### src/rtl/dmem_arbiter.sv
// dmem_arbiter: shares one single-port, registered-read data memory between
// two Avalon-style masters (M0 = CPU data port, M1 = bench loader/checker).
// Arbitration is round-robin. A byte-enabled write becomes a
// read-modify-write, because the memory only stores full words.
// Optional feature macro: DMEM_ARB_RANGE_CHECK_EN. When it is defined, every
// access is checked against the BASE/SIZE window and for word alignment, and
// the sticky err output is set on a violation. When it is not defined, err is
// tied low.
//
// Handshake: a master holds read/write and its address, data and byteenable
// stable while its waitrequest is high. The transfer completes in the single
// cycle where that master's waitrequest is low. For a read, readdatavalid and
// readdata are valid in that same cycle.
module dmem_arbiter #(
  parameter logic [31:0] BASE = 32'h1000_0000,
  parameter int unsigned SIZE = 512
) (
  input  logic        clk,
  input  logic        rst_n,
  input  logic [31:0] m0_address,
  input  logic [31:0] m1_address,
  input  logic        m0_read,
  input  logic        m1_read,
  input  logic        m0_write,
  input  logic        m1_write,
  input  logic [31:0] m0_writedata,
  input  logic [31:0] m1_writedata,
  input  logic [3:0]  m0_byteenable,
  input  logic [3:0]  m1_byteenable,
  output logic        m0_waitrequest,
  output logic        m1_waitrequest,
  output logic [31:0] m0_readdata,
  output logic [31:0] m1_readdata,
  output logic        m0_readdatavalid,
  output logic        m1_readdatavalid,
  output logic [31:0] mem_address,
  output logic        mem_write,
  output logic [31:0] mem_writedata,
  input  logic [31:0] mem_readdata,
  output logic        err
);

  typedef enum logic [2:0] {IDLE, RD, CAP, WR, DONE} state_t;

  state_t      state, state_nxt;
  logic        gnt;          // master that owns the current transfer (1 = M1)
  logic        last_grant;   // master granted most recently
  logic        is_wr;
  logic [31:0] wdata_q;
  logic [3:0]  be_q;

  logic        req0, req1, any_req, sel, s_wr, s_err;
  logic [31:0] s_addr, s_wdata, merged;
  logic [3:0]  s_be;

  // The window must describe whole words.
  if (BASE[1:0] != 2'b00 || SIZE < 4 || (SIZE % 4) != 0) begin : g_cfg_check
    $error("dmem_arbiter: BASE and SIZE must be word aligned");
  end

  // Pick the requester: on a tie the master not granted last wins.
  always_comb begin
    req0    = m0_read | m0_write;
    req1    = m1_read | m1_write;
    any_req = req0 | req1;
    sel     = (req0 && req1) ? ~last_grant : req1;
    s_addr  = sel ? m1_address    : m0_address;
    s_wdata = sel ? m1_writedata  : m0_writedata;
    s_be    = sel ? m1_byteenable : m0_byteenable;
    s_wr    = sel ? m1_write      : m0_write;   // read+write together counts as a write
  end

`ifdef DMEM_ARB_RANGE_CHECK_EN
  localparam logic [31:0] LAST_WORD = BASE + 32'(SIZE) - 32'd4;

  // An access is illegal outside the window or when not word aligned.
  always_comb begin
    s_err = (s_addr < BASE) || (s_addr > LAST_WORD) || (s_addr[1:0] != 2'b00);
  end

  // Sticky error flag, cleared only by reset.
  always_ff @(posedge clk or negedge rst_n) begin
    if (!rst_n) err <= 1'b0;
    else if (state == IDLE && any_req && s_err) err <= 1'b1;
  end
`else
  assign s_err = 1'b0;
  assign err   = 1'b0;
`endif

  // Byte-lane merge of new write data over the word read back from memory.
  always_comb begin
    merged = mem_readdata;
    for (int k = 0; k < 4; k++) begin
      if (be_q[k]) merged[8*k +: 8] = wdata_q[8*k +: 8];
    end
  end

  // Next-state sequencing of a single transfer.
  always_comb begin
    state_nxt = state;
    unique case (state)
      IDLE: begin
        if (any_req) begin
          if (s_err)               state_nxt = DONE;
          else if (!s_wr)          state_nxt = RD;
          else if (s_be == 4'h0)   state_nxt = DONE;
          else if (s_be == 4'hF)   state_nxt = WR;
          else                     state_nxt = RD;
        end
      end
      RD:      state_nxt = CAP;
      CAP:     state_nxt = is_wr ? WR : DONE;
      WR:      state_nxt = DONE;
      DONE:    state_nxt = IDLE;
      default: state_nxt = IDLE;
    endcase
  end

  // State register.
  always_ff @(posedge clk or negedge rst_n) begin
    if (!rst_n) state <= IDLE;
    else        state <= state_nxt;
  end

  // Registered datapath: request capture, memory strobes and read returns.
  always_ff @(posedge clk or negedge rst_n) begin
    if (!rst_n) begin
      gnt              <= 1'b0;
      last_grant       <= 1'b1;
      is_wr            <= 1'b0;
      wdata_q          <= '0;
      be_q             <= '0;
      mem_address      <= '0;
      mem_write        <= 1'b0;
      mem_writedata    <= '0;
      m0_readdata      <= '0;
      m1_readdata      <= '0;
      m0_readdatavalid <= 1'b0;
      m1_readdatavalid <= 1'b0;
    end else begin
      mem_write        <= 1'b0;
      m0_readdatavalid <= 1'b0;
      m1_readdatavalid <= 1'b0;
      case (state)
        IDLE: begin
          if (any_req) begin
            gnt        <= sel;
            last_grant <= sel;
            is_wr      <= s_wr;
            wdata_q    <= s_wdata;
            be_q       <= s_be;
            if (state_nxt == RD || state_nxt == WR) mem_address <= s_addr;
            if (state_nxt == WR) begin
              mem_write     <= 1'b1;
              mem_writedata <= s_wdata;
            end
            // A rejected read still completes, returning zero.
            if (s_err && !s_wr) begin
              if (sel) begin
                m1_readdata      <= '0;
                m1_readdatavalid <= 1'b1;
              end else begin
                m0_readdata      <= '0;
                m0_readdatavalid <= 1'b1;
              end
            end
          end
        end
        CAP: begin
          if (is_wr) begin
            mem_write     <= 1'b1;
            mem_writedata <= merged;
          end else if (gnt) begin
            m1_readdata      <= mem_readdata;
            m1_readdatavalid <= 1'b1;
          end else begin
            m0_readdata      <= mem_readdata;
            m0_readdatavalid <= 1'b1;
          end
        end
        default: ;
      endcase
    end
  end

  // Only the owner of a finishing transfer is released.
  assign m0_waitrequest = !(state == DONE && !gnt);
  assign m1_waitrequest = !(state == DONE &&  gnt);

endmodule

### config.mk
export PLATFORM = sky130hd
export DESIGN_NAME = dmem_arbiter
export DESIGN_NICKNAME = d
export VERILOG_FILES = /design/src/rtl/dmem_arbiter.sv
export SDC_FILE = /design/constraint.sdc
export NUM_CORES = 1
export LEC_CHECK = 0
export ABC_AREA = 1
export BUFFER_PORTS_ARGS = -buffer_cell sky130_fd_sc_hd__buf_2
export CORE_ASPECT_RATIO = 1.1
export CORE_MARGIN = 1.5
export CORE_UTILIZATION = 30
export CTS_CLUSTER_SIZE = 30
export DETAILED_ROUTE_END_ITERATION = 10
export GPL_ROUTABILITY_DRIVEN = 1
export PLACE_DENSITY_LB_ADDON = 0.2
export SYNTH_ARGS = -nofsm -noshare
export SYNTH_HDL_FRONTEND = slang
export SYNTH_SLANG_ARGS = --single-unit
export TNS_END_PERCENT = 100
### constraint.sdc
create_clock -name clk -period 2.1 [get_ports clk]
set_clock_uncertainty 0.1 [all_clocks]
set_input_delay 0.105 -clock clk [delete_from_list [all_inputs] [get_ports clk]]
set_output_delay 0.105 -clock clk [all_outputs]
set_load 0.03 [all_outputs]
==> summary.md <==
| Metric | Value |
|---|---|
| Outcome | finished clean |
| Synth-to-Final Area Change | 46.7% |
| Met1 Use GR | around a quarter |
| Internal power | about 9.4 mW |
| Worst Setup Slack, final | roughly 0.18 ns |
| DIE AREA | about 28,000 um2 |
| Initial antenna violation count | 0 |
| Final Hold Violating Endpoints | 0 |
| Dpl cells | about 1,600 |
| Initial DRC Count | between 400 and 500 |
| Pwr/cell area | between 1500 and 2000 nW/um2 |
| Slew HR | 61.9% |
| Ports | ~300 |
| H-tree depth | 4 |
| IO buf count | 306 |
| Core Area | ~27,000 um2 |
| Leakage | 6.23 nW |
| CTS root buffer | clkbuf_16 |
| Worst setup startpoint | last_grant$_DFFE_PN1P_ |
| Largest net degree at the start of global routing | 66 |
| FF-to-FF Start | last_grant$_DFFE_PN1P_ |
| R2R depth | 8 |
| Met3 global-route usage | roughly 4.4% |
| Reg power frac | 32.8% |
| Initial Utilization | 30.4% |
| Placer Congestion | just under 0.8 |
| Placement Setup Slack | approximately 0.14 ns |
| Die X | approximately 160 um |
| WL final | between 20 and 30 mm |
| Fin nets | between 1,500 and 2,000 |
| Crit share post-route | around nine tenths |
| Post-route setup TNS | 0 ns |
| R2R Setup Slk | 0.18 ns |
| Ys Warns | 0 |
| Max cap viols | 0 |
| Unrepaired setup endpoints after global routing | false |
| Peak Freq | about 0.52 GHz |
| DRC | 0 |
| Syn avg cell area | about 8.1 um2 |
| Commonest non-fill, non-tap cells in the layout | nand2_1, buf_2, dfrtp_1 |
| Avg WL per Cell | about 15 um |
| Site Rows | 63 |
| HPWL after DPL | roughly 18 mm |
| CP max FO | 33 |
| Worst-Margin Slew | about 0.57 ns |
| Clock power frac | between 15 and 20% |
| Switch share | between 40% and 50% |
| Vias in the first global route | between 7,000 and 8,000 |
| Post-Syn Instances | around 1,000 |
| DR vias/cell | around 4.5 |
| Comb pwr share | 49.8% |
| Routed Antenna Nets | 0 |
| First-pass GRT wire length | 42.5 mm |
| Worst path required time | between 2 and 2.5 ns |
| Most common cell after layout, fill and taps aside | nand2_1 |
| CTS tree | built |
| Switching Power | 8.72 mW |
| Crit path capture | state[1]$_DFF_PN0_ |
| Clock Sinks | about 170 |
| Worst Setup Path Type | reg -> reg |
| CTS clk-pin slew, worst paths | around 0.070 ns |
| #FFs+latches synth | 173 |
| Net Count, Synth | 1,179 |
| Reg2reg end | state[1]$_DFF_PN0_ |
| Final std cells w/o fill | between 1,500 and 2,000 |
| Startpoint types | flip-flop |
| Sequential-to-total area share from yosys stat | between 50% and 60% |
| Fin crit period | roughly 1.9 ns |
| GR Util met2 | 30.7% |
| Most Crowded Layer GR | met2 |
| Post-synth cell types | 34 |
| Worst hold-check slack | around 0.013 ns |
| Share of cells above drive strength 1 | between 20% and 30% |
| Synth Cell Area | 8160 um2 |
| Via count | roughly 8,000 |
| Peak VDD IR | between 0.7 and 0.8 mV |
| WP data arrival | ~2.1 ns |
| Gr usage total | a little under a fifth |
| DR pass1 iterations | 5 |
| Fin. max-slew vios | 0 |
| Worst setup EP type | flip-flop |
| Clock buffer depth | 2 |
| Min-Delay Path Class | in -> reg |
| DIE HEIGHT | 176 um |
| Final setup fails | 0 |
| Worst-Skew Late Latency | around 0.43 ns |
| CTS buffer count | 17 |
| GRT overflow | 0 |
-- registers in the layout, summed over array words and instances, names as in the netlist --
signal / count
m0_readdatavalid: 1
state: 3
m0_readdata: 32
m1_readdatavalid: 1
wdata_q: 32
mem_write: 1
is_wr: 1
last_grant: 1
gnt: 1
m1_readdata: 32
be_q: 4
mem_address: 32
mem_writedata: 32
-- power groups by stage --
| stage | combinational, mW | clock (mW) | sequential [mW] |
|---|---|---|---|
| floorplan | 3.76 | 0 | 8.32 |
| global placement | 8.83 | 0 | 5.97 |
| detailed placement | 8.91 | 0 | 5.98 |
| CTS | 9.10 | 3.25 | 5.94 |
| global route | 10.0 | 3.39 | 6.16 |
| finish | 9.01 | 3.16 | 5.94 |
-- layout make-up --
cell class,count,area (um2)
Fill cell,2650,14900
Sequential cell,173,4330
Multi-Input combinational cell,712,3290
Timing Repair Buffer,457,3100
Tap cell,357,447
Clock buffer,17,425
Inverter,55,209
Clock inverter,15,171
Antenna cell,1,2.50
-- cells by family after synthesis --
kind of cell,Yosys count,synth area share [%]
simple gates,506,26.5
compound gates,205,13.5
flops,173,53.0
buf+inv,120,6.91
other cells,1,0.0459
-- synthesized netlist by cell type, drive strengths merged --
cell type  count  area [um2]
a21oi          4        23.8
dfrtp        172        4300
nor3           2        15.0
clkbuf        25        96.3
dfstp          1        26.3
nand4          2        12.5
inv           53         199
clkinv         2        7.51
nor2           9        58.8
o21bai         1        7.51
buf           40         262
conb           1        3.75
o211ai        25         188
or2           32         200
nand3         69         358
nand2        389        1500
and2           2        12.5
o21ai        175         887
nand3b         1        7.51
-- metrics by stage --
stage,util (%),power (mW),area [um2]
after global routing,44.5,19.6,12000
after global placement,37.5,14.8,10100
after CTS,44.5,18.3,12000
final,44.5,18.1,12000
after detailed placement,37.5,14.9,10100
after floorplan,-,12.1,8160
-- worst max-delay path, cell delays in order, from the launching register on --
cell	delay (ns)
dfstp_2	0.55
o21ai_4	0.08
nand2_4	0.11
nand2_1	0.08
nand2_1	0.12
nor2_2	0.06
nand3_4	0.09
buf_4	0.39
o211ai_1	0.18
-- worst min path at each step --
stage                     depth (start not counted)                             to  slack (ns)              from
after global placement                            1  mem_writedata[26]$_DFFE_PN0P_       -0.02             rst_n
after floorplan                                   0            be_q[0]$_DFFE_PN0P_       -0.29             rst_n
after CTS                                         4        wdata_q[27]$_DFFE_PN0P_      0.0007  m1_writedata[27]
after global routing                              3         wdata_q[3]$_DFFE_PN0P_        0.01   m0_writedata[3]
final                                             3         wdata_q[3]$_DFFE_PN0P_        0.01   m0_writedata[3]
after detailed placement                          1  mem_writedata[26]$_DFFE_PN0P_       -0.02             rst_n
-- timing repair --
| action | in CTS | in global routing |
|---|---|---|
| endpoints found under the setup margin | 0 | 39 |
| endpoints found under the hold margin | 288 | 0 |
| buffers inserted | 0 | 0 |
| hold buffers | 129 | 0 |
| gates resized for setup | 0 | 4 |
-- routing by layer --
| metal | vias up | part of all wire (%) |
|---|---|---|
| met5 | - | 0 |
| met4 | 0 | 2.1 |
| met3 | 30 | 5.5 |
| met2 | 244 | 46 |
| met1 | 3689 | 46 |
| li1 | 4069 | - |
No activity file was read; power rests on OpenSTA's default activity.
